--- src/rtl/instr_mem_loader.sv ---
// rtl/instr_mem_loader.sv - boot loader: byte stream with length header to 32-bit instruction memory writes
module instr_mem_loader #(
   parameter logic [31:0] BASE_ADDR      = 32'h0000_0000,
   parameter logic [31:0] MEM_SIZE_BYTES = 32'h0001_0000,
   parameter int unsigned TIMEOUT_CYCLES = 1_000_000
) (
   input  logic        clk_i,
   input  logic        rst_i,
   input  logic [7:0]  rx_data_i,
   input  logic        rx_valid_i,
   output logic        rx_ready_o,
   output logic [31:0] write_addr_o,
   output logic [31:0] write_data_o,
   output logic        write_enable_o,
   output logic        core_rst_o,
   output logic        done_o,
   output logic        error_o
);

   typedef enum logic [2:0] {
      HDR   = 3'd0,
      DATA  = 3'd1,
      WRITE = 3'd2,
      DONE  = 3'd3,
      ERROR = 3'd4
   } state_t;

   // last idle count before the abort fires, so the abort lands on the TIMEOUT_CYCLES-th idle edge
   localparam logic [31:0] TIMEOUT_LAST = 32'(TIMEOUT_CYCLES - 1);

   state_t      state_q, state_d;
   logic [31:0] len_q, len_d;
   logic [1:0]  hdr_cnt_q, hdr_cnt_d;
   logic [31:0] remaining_q, remaining_d;
   logic [1:0]  byte_pos_q, byte_pos_d;
   logic [31:0] word_idx_q, word_idx_d;
   logic [31:0] buffer_q, buffer_d;
   logic [31:0] timer_q, timer_d;
   logic        we_d;
   logic [31:0] addr_d, data_d;
   logic        accept;

   assign rx_ready_o = (state_q != WRITE);
   assign accept     = rx_valid_i && rx_ready_o;
   assign core_rst_o = (state_q != DONE);
   assign done_o     = (state_q == DONE);
   assign error_o    = (state_q == ERROR);

   // state and datapath registers; the write port outputs are registered alongside the FSM
   always_ff @(posedge clk_i or posedge rst_i) begin
      if (rst_i) begin
         state_q        <= HDR;
         len_q          <= '0;
         hdr_cnt_q      <= '0;
         remaining_q    <= '0;
         byte_pos_q     <= '0;
         word_idx_q     <= '0;
         buffer_q       <= '0;
         timer_q        <= '0;
         write_enable_o <= 1'b0;
         write_addr_o   <= BASE_ADDR;
         write_data_o   <= '0;
      end else begin
         state_q        <= state_d;
         len_q          <= len_d;
         hdr_cnt_q      <= hdr_cnt_d;
         remaining_q    <= remaining_d;
         byte_pos_q     <= byte_pos_d;
         word_idx_q     <= word_idx_d;
         buffer_q       <= buffer_d;
         timer_q        <= timer_d;
         write_enable_o <= we_d;
         write_addr_o   <= addr_d;
         write_data_o   <= data_d;
      end
   end

   // next-state logic: header parse, byte packing, write issue and idle timeout
   always_comb begin
      state_d     = state_q;
      len_d       = len_q;
      hdr_cnt_d   = hdr_cnt_q;
      remaining_d = remaining_q;
      byte_pos_d  = byte_pos_q;
      word_idx_d  = word_idx_q;
      buffer_d    = buffer_q;
      timer_d     = timer_q;
      we_d        = 1'b0;
      addr_d      = write_addr_o;
      data_d      = write_data_o;

      case (state_q)
         HDR: begin
            if (accept) begin
               len_d     = {rx_data_i, len_q[31:8]};
               hdr_cnt_d = hdr_cnt_q + 2'd1;
               timer_d   = '0;
               if (hdr_cnt_q == 2'd3) begin
                  remaining_d = len_d;
                  if (len_d == 32'd0)
                     state_d = DONE;
                  else if (len_d > MEM_SIZE_BYTES)
                     state_d = ERROR;
                  else
                     state_d = DATA;
               end
            end else if (hdr_cnt_q != 2'd0) begin
               // a stream that never started is not a stalled load
               if (timer_q == TIMEOUT_LAST)
                  state_d = ERROR;
               else
                  timer_d = timer_q + 32'd1;
            end
         end
         DATA: begin
            if (accept) begin
               buffer_d[{byte_pos_q, 3'b000} +: 8] = rx_data_i;
               remaining_d = remaining_q - 32'd1;
               byte_pos_d  = byte_pos_q + 2'd1;
               timer_d     = '0;
               if (byte_pos_q == 2'd3 || remaining_q == 32'd1) begin
                  state_d = WRITE;
                  we_d    = 1'b1;
                  addr_d  = BASE_ADDR + {word_idx_q[29:0], 2'b00};
                  data_d  = buffer_d;
               end
            end else if (timer_q == TIMEOUT_LAST) begin
               // the partial word is dropped on abort
               state_d = ERROR;
            end else begin
               timer_d = timer_q + 32'd1;
            end
         end
         WRITE: begin
            word_idx_d = word_idx_q + 32'd1;
            buffer_d   = '0;
            byte_pos_d = '0;
            state_d    = (remaining_q == 32'd0) ? DONE : DATA;
         end
         DONE: begin
            state_d = DONE;
         end
         ERROR: begin
            state_d = ERROR;
         end
         default: begin
            state_d = ERROR;
         end
      endcase
   end

endmodule

--- config.mk ---
export PLATFORM = sky130hd
export DESIGN_NAME = instr_mem_loader
export DESIGN_NICKNAME = d
export VERILOG_FILES = /design/src/rtl/instr_mem_loader.sv
export SDC_FILE = /design/constraint.sdc
export NUM_CORES = 1
export LEC_CHECK = 0
export CAP_MARGIN = 20
export CORE_ASPECT_RATIO = 1.1
export CORE_MARGIN = 8
export CORE_UTILIZATION = 55
export DETAILED_ROUTE_END_ITERATION = 7
export DONT_BUFFER_PORTS = 1
export PLACE_DENSITY = 0.73
export SETUP_SLACK_MARGIN = 0.4
export SLEW_MARGIN = 20
export SYNTH_ARGS = -nofsm -noshare
export SYNTH_HDL_FRONTEND = slang
export SYNTH_SLANG_ARGS = --single-unit
export TNS_END_PERCENT = 50
--- constraint.sdc ---
create_clock -name clk_i -period 6.6 [get_ports clk_i]
set_input_delay 0.33 -clock clk_i [delete_from_list [all_inputs] [get_ports clk_i]]
set_output_delay 0.33 -clock clk_i [all_outputs]
set_load 0.005 [all_outputs]
* Yosys cells after proc, flatten, opt, wreduce, memory -nomap -nowiden
Index checks and enable logic that the tools add are counted.
Storage, ports and cells: bits of input ports 11, output and inout port bits 69, register bits 230, logic and storage cells 77
Operators by class: multiplexer cells 27, add/sub/neg operators 6, equality and inequality tests 16, order comparisons 1, reduce and logical (&&, ||, !) cells 14, shift-type cells 2
Operators by type and width (count):
- 32-bit two-way mux | 8
- 32-bit one-hot mux with 2 select lines | 3
- 32-bit by 1-bit adder with 32-bit output, second input constant | 2
- 32-bit zero test | 2
- 32-bit bitwise mux | 1
- 32-bit by 1-bit equality test with 1-bit output, second input constant | 1
- 32-bit by 20-bit equality test with 1-bit output, second input constant | 1
- 32-bit by 17-bit greater-than comparator with 1-bit output, second input constant | 1
- 8-bit by 7-bit variable shift with 32-bit output, first input constant | 1
- 8-bit by 7-bit variable part select with 32-bit output | 1
- 32-bit by 1-bit subtractor with 32-bit output, second input constant | 1
- 3-bit two-way mux | 8
- 3-bit one-hot mux with 4 select lines | 1
- 3-bit != test, second input constant | 3
- 5-bit negation with 7-bit output | 1
- 3-bit by 2-bit equality test with 1-bit output, second input constant | 2
- 2-bit != test, second input constant | 3
- 3-bit by 2-bit != test with 1-bit output, second input constant | 2
- 2-bit AND reduction | 3
- 3-bit AND reduction | 2
- 2-bit nonzero test | 3
- 2-bit by 1-bit adder with 2-bit output, second input constant | 2
- 2-bit equality test, second input constant | 2
- 2-bit two-way mux | 2
- 8 further kinds | 10

* Depth between registers and ports, before layout
word-level depth 6, depth in mapped cells 8, depth with buffers taken out 7

* Worst setup path after synthesis
Ideal clock, no wire load.
kind reg2reg, start register remaining_q[22], end register write_addr_o[15], cell stages (with the launch flop) 7, slack 4.341 ns, arrival 2.131 ns, period minus slack after synthesis 2.259 ns, library setup time 0.128 ns, data required time 6.472 ns, path buffers 1, cell sequence dfrtp_1 -> or4_1 -> nor3_2 -> a41oi_2 -> nor2_4 -> buf_6 -> mux2_1
On the way: cells in the longest elaborated chain, start to end 3
Ends and longest elaborated chain:
- start, declared | RTL line 34 | logic [31:0] remaining_q, remaining_d;
- start signal, assigned | RTL line 67 | remaining_q <= remaining_d;
- 32-bit by 1-bit equality test with 1-bit output | RTL line 121 | if (byte_pos_q == 2'd3 || remaining_q == 32'd1) begin
- 1-bit logical OR | RTL line 121
- 3-bit AND reduction (no line)
- end signal, assigned | RTL line 73 | write_addr_o <= addr_d;
- end, declared | RTL line 12 | output logic [31:0] write_addr_o,
Every way passes these cells. A chain may end at the register's enable or synchronous reset.

* Worst setup path after layout
start register state_q[2], end register write_addr_o[31]
On the way: cells in the longest elaborated chain, start to end 3, elaborated cells between the ends (all ways) 4, classes of those cells eq/ne: 2; reduce/logical: 2
Ends and longest elaborated chain:
- start, declared | RTL line 31 | state_t state_q, state_d;
- start signal, assigned | RTL line 64 | state_q <= state_d;
- 3-bit by 2-bit != test with 1-bit output | RTL line 43 | assign rx_ready_o = (state_q != WRITE);
- 1-bit logical AND | RTL line 44 | assign accept = rx_valid_i && rx_ready_o;
- 3-bit AND reduction (no line) (*)
Mark *: on every way between the ends. The rest lies on a longest branch, timed or not.

==> results_dict.tcl <==
set metrics [dict create \
    num_vias 7832 \
    finalSetupViolations 0 \
    postSynthCellCount 1026 \
    r2r_start "state_q[2]$_DFFE_PP0P_" \
    antenna_left 0 \
    grt_pass1_wl_mm 39.8 \
    cts_buffers 24 \
    power_uw 3630 \
    dpl.hpwl_mm 15.3 \
    power.density_nw_per_um2 310 \
    r2r_end "write_addr_o[31]$_DFFE_PP0P_" \
    status "finished, final reports clean" \
    worst-r2r-setup-slack_ps 3620 \
    worstSkewPairLatency_ps 530 \
    final_layout_size_suffix_gt1_frac 0.0982 \
    critPathArrivalTime_ps 3380 \
    grt.busiest_layer "met2" \
    first_global_vias 7504 \
    diodes 0 \
    die_width_um 149 \
    clock-root-buffer "clkbuf_16" \
    h-tree-depth 1 \
    nets 1035 \
    ff2ff_path_depth 7 \
    use_met1 0.267 \
    area_growth_pct 9.33 \
    fin_crit_sh 0.451 \
    fp.dieH_um 162 \
    maxSlewViolCount 0 \
    cts_resized 0 \
    overflow 0 \
    rsz0062_at_grt "false" \
    critical_path.endpoint_type "flip-flop" \
    critical_path.startpoint "state_q[2]$_DFFE_PP0P_" \
    ys_warn_count 0 \
    die-area_sq_um 24200 \
    p_leak_uw 0.00516 \
    syn_area_sq_um 10700 \
    synth_flop_cell "dfrtp_1" \
    synthArstFlopShare 1.00 \
    required_ps 7000 \
    maxCapViolations 0 \
    slowest_delay_ps 670 \
    cp_cell_sequence "nand2b_1 -> nor2_4 -> buf_4 -> nand2_1 -> nor2_4 -> buf_4 -> mux2_2" \
    postRouteWirelength_mm 24.4 \
    ir_drop_mv 0.223 \
    fp-row-count 53 \
    fin_crit_ps 2980 \
    cts_setup_buffers 0 \
    crit_type "flip-flop to flip-flop" \
    fin_skew_ps 18.0 \
    pin_count 80 \
    cts_sinks 220 \
    first_pass_iters 5 \
    slew_headroom 0.333 \
    synth-edff-count 0 \
    met2_usage 0.323 \
    synth_cell_types 72 \
    tightest_slew_ps 993 \
    cp_max_fo 64 \
    min_path_cells 3 \
    cts_hold_buf 9 \
    routedWlPerCell_um 19.1 \
    viasPerCell 6.14 \
    hold_viol_final 0 \
    fin_tns_setup_ps 0 \
    grt_use_total 0.201 \
    clockBufferDepth 3 \
    coreArea_sq_um 19100 \
    fmax_mhz 336 \
    grt_max_degree 119 \
    antenna_found_initial 0 \
    critPathSlowestCell "buf_4" \
    port-buffer-count 0 \
    cts_tree "built" \
    drt_iter0_drc 642 \
    ys_seq_area_frac 0.515 \
    clk_pin_slew_ps 60 \
    avgSynthCellArea_sq_um 10.4 \
    ys_seq_elements 220 \
    place_congestion 0.859 \
    hp-class "input port to flip-flop" \
    initial_core_util 0.560 \
    drc 0 \
    crit_path_start_kind "flip-flop" \
    use_met3 0.0470 \
    endpoint "write_addr_o[31]$_DFFE_PP0P_" \
]
-- Yosys cell counts (3+ instances only) --
cell type  number  area, sq um
nand2_1        93          349
nor3b_1         5         37.5
a21oi_1        47          235
and4_1          6         52.6
xor2_1          9         78.8
clkbuf_1       44          165
a22oi_1         3         22.5
nor4b_1         3         26.3
a31oi_1         5         31.3
nor2_1         71          267
nand4_1        22          138
o211ai_1        4         30.0
a2bb2oi_1      11         96.3
xnor2_1        36          315
inv_1          51          191
o21ai_0        57          285
ha_1           13          163
or3_1          13         81.3
o2bb2ai_1       4         35.0
dfrtp_1       220         5510
buf_2           7         35.0
o31ai_1         5         37.5
a311oi_1        3         26.3
buf_6           6         67.6
or4_1           9         67.6
and3_1         13         81.3
a211oi_1        4         30.0
mux2_1         59          664
a31o_2          6         52.6
nand4b_1        5         43.8
nor3_1         24          120
o22ai_1        10         62.6
buf_4           3         22.5
mux2_2         27          304
a22o_1         32          280
o22a_1          4         35.0
or2_2           5         31.3
nand2b_1        4         25.0
nand3_1        25          125
nor4_1         20          125
-- cells by family (layout without fill, tap and decap cells) --
kind of cell | Yosys count | in the layout | share of synthesized area
multiplexers | 88 | 88 | 0.0924
XOR/XNOR | 45 | 45 | 0.0368
other | 1 | 2 | 0.000351
AND/OR/NAND/NOR | 336 | 336 | 0.164
buffers and inverters | 112 | 113 | 0.0454
flip-flops | 220 | 220 | 0.515
AO/OA/AOI/OAI | 211 | 211 | 0.131
adder cells (fa/ha/maj) | 13 | 13 | 0.0152
-- placed cells by master (no fill, tap or decap), types with 6 or more instances in the layout --
cell type and instances:
a31o_2 6, buf_4 9, a2bb2oi_1 11, mux2_2 27, dfrtp_1 220, ha_1 13
and3_1 13, inv_1 50, clkbuf_8 6, o21ai_0 56, o22ai_1 10, nor4_1 20
clkbuf_1 7, dlygate4sd3_1 9, nand2_1 93, xor2_1 9, nor3_1 24, or4_1 9
nand4_1 22, or3_1 13, nor2_1 70, a21oi_1 47, nand3_1 25, and4_1 6
a22o_1 32, clkbuf_16 24, xnor2_1 36, mux2_1 59
-- report_power, final --
group          switching [uW]  internal [uW]  total [uW]  leakage (uW)
logic                     306            260         566       0.00181
clock network             530            778        1310      0.000384
registers                 221           1530        1750       0.00297
-- layout make-up --
type / instances / area (sq um)
clock buffers: 37 / 709
fillers: 1571 / 7400
flip-flops and latches: 220 / 5510
inverters: 51 / 195
well taps: 247 / 309
repair buffers: 19 / 178
clock inverters: 6 / 66.3
multi-input cells: 695 / 4730
-- metrics by stage --
step / hold slack [ps] / setup slack [ps] / area, sq um / instances / utilization
2_1_floorplan: 440 / 3400 / 10700 / 1027 / -
3_3_place_gp: 371 / 3630 / 10800 / 1223 / 0.567
3_5_place_dp: 375 / 3600 / 10800 / 1223 / 0.567
4_1_cts: 27.2 / 3600 / 11700 / 1275 / 0.612
5_1_grt: 46.1 / 3430 / 11700 / 1275 / 0.612
6_report: 38.0 / 3620 / 11700 / 1275 / 0.612
-- how the worst min path moves through the flow --
stage / startpoint / end
2_1_floorplan: word_idx_q[29]$_DFFE_PP0P_ / word_idx_q[29]$_DFFE_PP0P_
3_3_place_gp: rst_i / write_data_o[21]$_DFFE_PP0P_
3_5_place_dp: rst_i / buffer_q[22]$_DFFE_PP0P_
4_1_cts: rx_data_i[1] / write_data_o[1]$_DFFE_PP0P_
5_1_grt: rx_data_i[4] / write_data_o[20]$_DFFE_PP0P_
6_report: rx_data_i[4] / write_data_o[20]$_DFFE_PP0P_
-- routing by layer --
metal  vias to the layer above  wire [um]
li1                       3662          -
met1                      3902      10700
met2                       226      11500
met3                        42       1760
met4                         0        459
met5                         -          0
-- registers in the layout, indices dropped and copies added, names as in the netlist --
name / count
write_addr_o: 30
remaining_q: 32
buffer_q: 32
len_q: 24
timer_q: 32
state_q: 3
write_data_o: 32
word_idx_q: 30
write_enable_o: 1
byte_pos_q: 2
hdr_cnt_q: 2
-- worst max-delay path: cells and delay by family (launching register included) --
family / cells / cell delay, ps
buffers and inverters: 2 / 1190
flip-flops: 1 / 490
multiplexers: 1 / 410
AND/OR/NAND/NOR: 4 / 720
Note: power is estimated with default switching activity, not from simulation.
